[src/rtl/im_loader_pkg.sv]
// -----------------------------------------------------------------------------
// wisc_loader_pkg
// Shared definitions for the WISC-SC15 boot-time image loader: FSM state
// encoding, default frame header byte and frame-field widths.
// No ports (package).
// -----------------------------------------------------------------------------
package wisc_loader_pkg;

   localparam int unsigned BYTE_W = 8;
   localparam int unsigned WORD_W = 16;
   localparam int unsigned LEN_W  = 16;
   localparam int unsigned ADDR_W = 16;

   localparam logic [BYTE_W-1:0] HDR_BYTE_DEF = 8'hA5;

   // Fixed encodings so the state register stays comparable with the legacy
   // netlist when probed.
   typedef enum logic [3:0] {
      ST_IDLE   = 4'd0,
      ST_LEN_H  = 4'd1,
      ST_LEN_L  = 4'd2,
      ST_DATA_H = 4'd3,
      ST_DATA_L = 4'd4,
      ST_WRITE  = 4'd5,
      ST_CHK    = 4'd6,
      ST_DONE   = 4'd7,
      ST_ERR    = 4'd8
   } ld_state_e;

endpackage

[src/rtl/ld_cksum.sv]
// -----------------------------------------------------------------------------
// ld_cksum
// 8-bit modulo-256 frame checksum accumulator.
// Ports:
//   clk      in   clock, rising edge
//   rst      in   asynchronous active-low reset (clears the sum)
//   clr      in   clear the sum (frame header accepted)
//   add      in   add din to the sum
//   din      in   byte to accumulate
//   sum_zero out  1 when (sum + din) mod 256 == 0, i.e. the sum would be zero
//                 after accumulating the byte currently presented
// -----------------------------------------------------------------------------
module ld_cksum
   import wisc_loader_pkg::*;
(
   input  logic              clk,
   input  logic              rst,
   input  logic              clr,
   input  logic              add,
   input  logic [BYTE_W-1:0] din,
   output logic              sum_zero
);

   logic [BYTE_W-1:0] sum_q;
   logic [BYTE_W-1:0] sum_d;
   logic [BYTE_W-1:0] sum_plus;

   always_comb begin
      sum_plus = sum_q + din;
      sum_d    = sum_q;
      if (clr) begin
         sum_d = '0;
      end else if (add) begin
         sum_d = sum_plus;
      end
   end

   always_ff @(posedge clk or negedge rst) begin
      if (!rst) begin
         sum_q <= '0;
      end else begin
         sum_q <= sum_d;
      end
   end

   // Looks ahead by one byte so the CHK decision is made in the same cycle
   // the checksum byte is accepted.
   assign sum_zero = (sum_plus == '0);

endmodule

[src/rtl/im_loader.sv]
// -----------------------------------------------------------------------------
// im_loader
// Boot-time program loader: parses a framed byte stream
// (HDR, LEN_H, LEN_L, N x {hi, lo}, CHK), writes the 16-bit words into
// instruction memory and holds the core until a checksum-verified image is in.
// Parameters: BASE_ADDR (first IM word address), DEPTH (max word count),
//             HDR_BYTE (frame start byte).
// Ports:
//   clk        in   clock, rising edge
//   rst        in   asynchronous active-low reset
//   in_data    in   stream byte
//   in_valid   in   in_data valid
//   in_ready   out  loader accepts a byte (transfer = in_valid && in_ready)
//   im_wr_en   out  one-cycle IM write strobe
//   im_wr_addr out  IM word address
//   im_wr_data out  IM write word
//   cpu_hold   out  core hold, high while no valid image is present
//   done       out  last frame loaded and verified
//   err        out  last frame rejected
// All outputs are registered.
// -----------------------------------------------------------------------------
module im_loader
   import wisc_loader_pkg::*;
#(
   parameter logic [ADDR_W-1:0] BASE_ADDR = 16'h0000,
   parameter int unsigned       DEPTH     = 65536,
   parameter logic [BYTE_W-1:0] HDR_BYTE  = HDR_BYTE_DEF
)
(
   input  logic              clk,
   input  logic              rst,
   input  logic [BYTE_W-1:0] in_data,
   input  logic              in_valid,
   output logic              in_ready,
   output logic              im_wr_en,
   output logic [ADDR_W-1:0] im_wr_addr,
   output logic [WORD_W-1:0] im_wr_data,
   output logic              cpu_hold,
   output logic              done,
   output logic              err
);

   ld_state_e         state_q, state_d;
   logic [LEN_W-1:0]  len_q, len_d;
   logic [LEN_W-1:0]  idx_q, idx_d;
   logic [BYTE_W-1:0] hi_q, hi_d;

   logic              in_ready_q, in_ready_d;
   logic              wr_en_q, wr_en_d;
   logic [ADDR_W-1:0] wr_addr_q, wr_addr_d;
   logic [WORD_W-1:0] wr_data_q, wr_data_d;
   logic              hold_q, hold_d;
   logic              done_q, done_d;
   logic              err_q, err_d;

   logic              accept;
   logic              ck_clr, ck_add, ck_zero;
   logic [LEN_W-1:0]  len_new;
   logic              len_bad;

   assign accept  = in_valid && in_ready_q;
   assign len_new = {len_q[LEN_W-1:8], in_data};
   assign len_bad = (len_new == '0) || ({16'd0, len_new} > DEPTH);

   ld_cksum u_cksum (
      .clk      (clk),
      .rst      (rst),
      .clr      (ck_clr),
      .add      (ck_add),
      .din      (in_data),
      .sum_zero (ck_zero)
   );

   always_comb begin
      state_d   = state_q;
      len_d     = len_q;
      idx_d     = idx_q;
      hi_d      = hi_q;
      wr_addr_d = wr_addr_q;
      wr_data_d = wr_data_q;
      ck_clr    = 1'b0;
      ck_add    = 1'b0;

      case (state_q)
         ST_IDLE, ST_DONE, ST_ERR: begin
            // Non-header bytes are consumed and dropped.
            if (accept && (in_data == HDR_BYTE)) begin
               ck_clr  = 1'b1;
               state_d = ST_LEN_H;
            end
         end
         ST_LEN_H: begin
            if (accept) begin
               ck_add  = 1'b1;
               len_d   = {in_data, len_q[7:0]};
               state_d = ST_LEN_L;
            end
         end
         ST_LEN_L: begin
            if (accept) begin
               ck_add = 1'b1;
               len_d  = len_new;
               if (len_bad) begin
                  state_d = ST_ERR;
               end else begin
                  idx_d   = '0;
                  state_d = ST_DATA_H;
               end
            end
         end
         ST_DATA_H: begin
            if (accept) begin
               ck_add  = 1'b1;
               hi_d    = in_data;
               state_d = ST_DATA_L;
            end
         end
         ST_DATA_L: begin
            if (accept) begin
               ck_add    = 1'b1;
               wr_addr_d = BASE_ADDR + idx_q;
               wr_data_d = {hi_q, in_data};
               state_d   = ST_WRITE;
            end
         end
         ST_WRITE: begin
            idx_d   = idx_q + 1'b1;
            state_d = (idx_d == len_q) ? ST_CHK : ST_DATA_H;
         end
         ST_CHK: begin
            if (accept) begin
               ck_add  = 1'b1;
               state_d = ck_zero ? ST_DONE : ST_ERR;
            end
         end
         default: state_d = ST_IDLE;
      endcase

      // Outputs are decoded from the next state so they are registered yet
      // line up with the state they describe.
      in_ready_d = (state_d != ST_WRITE);
      wr_en_d    = (state_d == ST_WRITE);
      hold_d     = (state_d != ST_DONE);
      done_d     = (state_d == ST_DONE);
      err_d      = (state_d == ST_ERR);
   end

   always_ff @(posedge clk or negedge rst) begin
      if (!rst) begin
         state_q    <= ST_IDLE;
         len_q      <= '0;
         idx_q      <= '0;
         hi_q       <= '0;
         in_ready_q <= 1'b0;
         wr_en_q    <= 1'b0;
         wr_addr_q  <= '0;
         wr_data_q  <= '0;
         hold_q     <= 1'b1;
         done_q     <= 1'b0;
         err_q      <= 1'b0;
      end else begin
         state_q    <= state_d;
         len_q      <= len_d;
         idx_q      <= idx_d;
         hi_q       <= hi_d;
         in_ready_q <= in_ready_d;
         wr_en_q    <= wr_en_d;
         wr_addr_q  <= wr_addr_d;
         wr_data_q  <= wr_data_d;
         hold_q     <= hold_d;
         done_q     <= done_d;
         err_q      <= err_d;
      end
   end

   assign in_ready   = in_ready_q;
   assign im_wr_en   = wr_en_q;
   assign im_wr_addr = wr_addr_q;
   assign im_wr_data = wr_data_q;
   assign cpu_hold   = hold_q;
   assign done       = done_q;
   assign err        = err_q;

endmodule

[config.mk]
export PLATFORM = sky130hd
export DESIGN_NAME = im_loader
export DESIGN_NICKNAME = d
export VERILOG_FILES = /design/src/rtl/im_loader_pkg.sv /design/src/rtl/ld_cksum.sv /design/src/rtl/im_loader.sv
export SDC_FILE = /design/constraint.sdc
export NUM_CORES = 1
export LEC_CHECK = 0
export BUFFER_PORTS_ARGS = -buffer_cell sky130_fd_sc_hd__buf_4
export CAP_MARGIN = 20
export CORE_ASPECT_RATIO = 0.8
export CORE_MARGIN = 1
export CORE_UTILIZATION = 25
export CTS_CLUSTER_DIAMETER = 60
export CTS_CLUSTER_SIZE = 14
export DETAILED_ROUTE_END_ITERATION = 16
export PLACE_DENSITY = 0.5
export SETUP_SLACK_MARGIN = 0.05
export SYNTH_ARGS = -nofsm -noshare
export SYNTH_HDL_FRONTEND = slang
export SYNTH_SLANG_ARGS = --single-unit
export TNS_END_PERCENT = 1
[constraint.sdc]
create_clock -name clk -period 2.6 [get_ports clk]
set_input_delay 0.52 -clock clk [delete_from_list [all_inputs] [get_ports clk]]
set_output_delay 0.52 -clock clk [all_outputs]
set_load 0.01 [all_outputs]
# Word-level counts from Yosys, hierarchy flattened
# Index checks and enable logic that the tools add are counted.
# totals
output_inout_bits,37
wordCells,70
ff_bits,89
inputBits,11
# op_classes
addsub,2
n_reduce_logical,14
eq_ne,17
n_mux,22
bitwise_logic,2
# ops
op,count
$pmux W16 S2,2
$mux W16,3
$mux W4,8
$pmux W4 S7,1
$eq A4 B3 Y1 const B,6
$mux W8,3
$add A16 B1 Y16 const B,1
$eq A16 B16 Y1,1
$logic_not A16 Y1,1
$reduce_and A3 Y1,3
$add A8 B8 Y8,1
$eq A4 B2 Y1 const B,2
$eq A4 B4 Y1 const B,2
$eq A8 B8 Y1 const B,1
$logic_not A8 Y1,1
$ne A4 B3 Y1 const B,2
$reduce_or A5 Y1,1
$eq A4 B1 Y1 const B,1
$logic_not A4 Y1,1
$mux W1,4
$ne A2 B2 Y1 const B,2
$reduce_and A2 Y1,2
$reduce_bool A2 Y1,2
$mux W3,1
other kinds (3),5

# Depth between registers and ports, before layout
# logic_depth
word_depth,6
ltp_mapped,8
depth_no_buf,8

# By module
# A second synthesis with hierarchy kept.
# unflattened
hier_cells,432
area_unflattened_um2,4578.1
# modules_own_cells
module,seq_area_each_um2,cells_per_inst,instances,area_each_um2
im_loader,2028.2,363,1,3941.3
ld_cksum,200.2,69,1,636.9

# Least setup slack after synthesis
# No wires, ideal clock.
# synth_path
path_type,input -> register
from,input port in_data[0]
to,"register done_q, in the netlist done"
path_slack_ns,0.012
setup_time_ns,0.073
t_arrival_ns,2.515
t_required_ns,2.527
path_buffers,0
stages,8
path_cell_list,ha_1 fa_1 a211o_1 a21oi_2 o221ai_1 or3_1 o31ai_2 nor2b_1
# synth_via
elab_chain_len,6
word_cells_on_any_way,12
cone_classes,1 x add/sub; 2 x eq/ne; 6 x mux; 3 x reduce/logical
# synth_rtl
element,line_no,source
start: declaration,im_loader.sv:32,"input logic [BYTE_W-1:0] in_data,"
$add A8 B8 Y8,ld_cksum.sv:29,sum_plus = sum_q + din;
$logic_not A8 Y1,ld_cksum.sv:48,assign sum_zero = (sum_plus == '0);
$mux W4,im_loader.sv:133,state_d = ck_zero ? ST_DONE : ST_ERR;
$mux W4,im_loader.sv:131,if (accept) begin
$pmux W4 S7 *,im_loader.sv:84,case (state_q)
$eq A4 B3 Y1 *,im_loader.sv:144,done_d = (state_d == ST_DONE);
named net done_d,im_loader.sv:53,"logic done_q, done_d;"
end signal: assignment,im_loader.sv:171,done_q <= done_d;
end: declaration,im_loader.sv:53,
# The timed path passes the listed nets; every way through them passes the cells marked *.
# A chain may end at the register's enable or synchronous reset.

# Worst setup path after layout
# layout_path
from,register u_cksum.sum_q[0]
to,"register done_q, in the netlist done"
# layout_via
elab_chain_len,6
# layout_rtl
element,line_no,source
start: declaration,ld_cksum.sv:24,logic [BYTE_W-1:0] sum_q;
start signal: assignment,ld_cksum.sv:42,sum_q <= sum_d;
$add A8 B8 Y8,ld_cksum.sv:29,
$logic_not A8 Y1,ld_cksum.sv:48,
$mux W4,im_loader.sv:133,
$mux W4,im_loader.sv:131,
$pmux W4 S7,im_loader.sv:84,
$eq A4 B3 Y1,im_loader.sv:144,
named net done_d,im_loader.sv:53,
# The timed path passes the listed nets, and every way through them passes these cells.

==> flow_summary.json <==
{
  "nets": 575,
  "vias_per_cell": 4.78,
  "synth-edff-count": 0,
  "met3_length_microns": 783,
  "rsz0062_at_grt": "true",
  "timing.hold.ws_ns": 0.167,
  "post_cts_buffers": 0,
  "drtIter0Drc": 206,
  "clkTransAtPathRegs_ns": 0.07,
  "yosys_register_bits": 89,
  "crit_arrival_ns": 2.76,
  "initial_core_util_pct": 25.5,
  "clockBufferDepth": 2,
  "cts_num_sinks": 89,
  "met2_length_microns": 5240,
  "dp_hpwl_microns": 8960,
  "crit_slowest_cell": "dfrtp_1",
  "cp_max_fo": 3,
  "grt_pass1_vias": 3756,
  "synthArstFlopShare_pct": 100,
  "crit_end": "done$_DFF_PN0_",
  "max_stage_delay_ns": 0.41,
  "gp_congestion": 0.882,
  "overflow": 0,
  "grt_pass1_wl_microns": 20100,
  "area_growth_pct": 25.7,
  "setup_viol": 0,
  "met1_length_microns": 5920,
  "worstReg2RegStart": "u_cksum.sum_q[0]$_DFFE_PN0P_",
  "final_util_pct": 32.1,
  "maxCapViolations": 0,
  "syn_avg_cell_area_sq_um": 9.57,
  "post-route-drc-count": 0,
  "crit_type": "register to register",
  "power.total_mw": 6.24,
  "cp-start-kind": "register",
  "route.vias.total": 3775,
  "yosysUniqueCellTypes": 66,
  "rows": 44,
  "clock_skew_ns": 0.00760,
  "syn-cell-area_sq_um": 4620,
  "synth_flop_cell": "dfrtp_1",
  "hold_class": "input pin to asynchronous set/reset pin",
  "cts_tree": "built",
  "tightest_slew_ns": 0.703,
  "cp.required_ns": 2.87,
  "portBuffers": 47,
  "grtUsageTotal_pct": 13.7,
  "fp.dieW_microns": 154,
  "core-area_sq_um": 18100,
  "h-tree-depth": 3,
  "pin_count": 48,
  "status": "complete, no violations",
  "ir_drop_v": 0.000328,
  "ant_nets": 0,
  "crit_start": "u_cksum.sum_q[0]$_DFFE_PN0P_",
  "top_layer": "met4",
  "grt_max_degree": 48,
  "power.density_nw_per_um2": 1080,
  "syn_inst": 483,
  "root_buffer": "clkbuf_16",
  "wl_per_cell_microns": 15.3,
  "cts_inserted_buffers": 9,
  "diodes": 0,
  "layoutNonFillerInstCount": 790,
  "ys_warn_count": 0,
  "placed_area_sq_um": 5470,
  "final_hold_viol_count": 0,
  "post-route-period-util_pct": 95.6,
  "min_period_ns": 2.49,
  "max_freq_mhz": 402,
  "drive_gt1_share_pct": 27.7,
  "reg2reg_slack_ns": 0.11,
  "antenna_found_initial": 0,
  "drv_slew": 0,
  "syn_nets": 503,
  "dr.pass1.iters": 4,
  "r2r-end": "done$_DFF_PN0_",
  "wl_microns": 12100,
  "ctsHoldBuffers": 0,
  "finalInstanceArea_sq_um": 5810,
  "pre_cts_ws_ns": -0.324,
  "ys_seq_area_share_pct": 48.2,
  "end_kind": "register",
  "leakage_nw": 2.65,
  "clock_latency_ns": 0.35,
  "dp.cells": 774,
  "die_area_sq_um": 19000,
  "rr_worst_depth": 8,
  "slew_headroom_pct": 52.8,
  "cp_cell_sequence": "ha_4 > fa_2 > a211o_1 > a21oi_2 > o221ai_2 > or3_4 > o31ai_4 > nor2b_2",
  "die_y_microns": 124,
  "fin_setup_tns_ns": 0,
  "setup_slack_ns": 0.114
}
flip-flops by register name (all words and copies together), names as in the netlist:
signal,flops
state_q,4
u_cksum.sum_q,8
in_ready,1
done,1
hi_q,8
cpu_hold,1
err,1
im_wr_addr,16
im_wr_en,1
len_q,16
idx_q,16
im_wr_data,16
cell usage in the layout (no fill, tap or decap), types with 5 or more instances in the layout:
master and instances:
or3_1 5, nor3_1 7, nor2b_1 8, inv_1 7, mux2_2 24, o31ai_1 6, xnor2_1 18, dfrtp_1 88
nor2_1 31, a21oi_1 8, o21ai_0 32, buf_4 83, ha_1 7, a22o_1 7, xor2_1 7, nand4_1 5
nand2_1 111, nand2b_1 6, nand3_1 9, clkbuf_16 9
cell families (layout without fill, tap and decap cells):
group	after synthesis	in the layout	synth area share [%]
buffers and inverters	31	108	2.87
AOI/OAI and AO/OA	85	85	12.6
and+or+nand+nor	220	220	23.2
xor gates and xnor gates	25	25	4.74
DFF	89	89	48.2
adders and majority gates	9	9	2.60
muxes	24	24	5.85
critical path: cells and delay by family, from the launching register on:
| family | cells | cell delay, ns |
|---|---|---|
| compound gates | 4 | 0.93 |
| simple gates | 2 | 0.55 |
| flops | 1 | 0.41 |
| fa+ha+maj | 2 | 0.53 |
power breakdown:
part	total (mW)	internal (mW)	leakage (nW)	switching (mW)
sequential	2.33	1.91	1.15	0.419
clock	1.26	0.666	0.135	0.590
combinational	2.66	1.35	1.36	1.31
total	6.24	3.93	2.65	2.32
worst min path at each step:
stage | start | end | slack (ns) | cells after the start
3_5_place_dp | hi_q[3]$_DFFE_PN0P_ | im_wr_data[11]$_DFFE_PN0P_ | 0.46 | 2
3_3_place_gp | hi_q[2]$_DFFE_PN0P_ | im_wr_data[10]$_DFFE_PN0P_ | 0.46 | 2
2_1_floorplan | rst | done$_DFF_PN0_ | 0.22 | 0
4_1_cts | rst | im_wr_addr[14]$_DFFE_PN0P_ | 0.18 | 1
5_1_grt | rst | im_wr_addr[14]$_DFFE_PN0P_ | 0.21 | 1
6_report | rst | im_wr_addr[14]$_DFFE_PN0P_ | 0.17 | 1
synthesized netlist by cell type (3+ instances only):
library cell / instances / area share [%]
clkbuf_1: 14 / 1.1
nor3b_1: 4 / 0.65
nor2b_1: 9 / 1.2
nor3_1: 8 / 0.87
nand4_1: 5 / 0.68
nand3_1: 9 / 0.97
ha_1: 8 / 2.2
a21oi_1: 8 / 0.87
nor4_1: 4 / 0.54
nand4b_1: 3 / 0.57
and3_1: 4 / 0.54
buf_2: 7 / 0.76
and2_1: 3 / 0.41
mux2_2: 24 / 5.8
o31ai_1: 7 / 1.1
nand2b_1: 6 / 0.81
o21ai_0: 32 / 3.5
xnor2_1: 18 / 3.4
inv_1: 7 / 0.57
nand2_1: 111 / 9.0
dfrtp_1: 88 / 48
a22o_1: 7 / 1.3
nor2_1: 31 / 2.5
or3_1: 6 / 0.81
xor2_1: 7 / 1.3
final cells by class:
| class | instances | area, sq um |
|---|---|---|
| fill | 1858 | 12300 |
| timing repair buffer | 85 | 663 |
| multi-input combinational | 363 | 2320 |
| clock inverter | 7 | 61.3 |
| sequential | 89 | 2230 |
| clock buffer | 9 | 225 |
| inverter | 7 | 26.3 |
| tap | 230 | 288 |
layer usage:
layer | track usage [%] | up-vias
met5 | 0 | -
met4 | 4.13 | 0
met1 | 18.9 | 1836
met3 | 3.65 | 13
met2 | 20.9 | 101
li1 | - | 1825
what timing repair did:
action                     CTS  global route
pin swaps                    0             5
setup endpoints to repair    6             7
resized for setup            6             7
No activity file was read; power rests on OpenSTA's default activity.
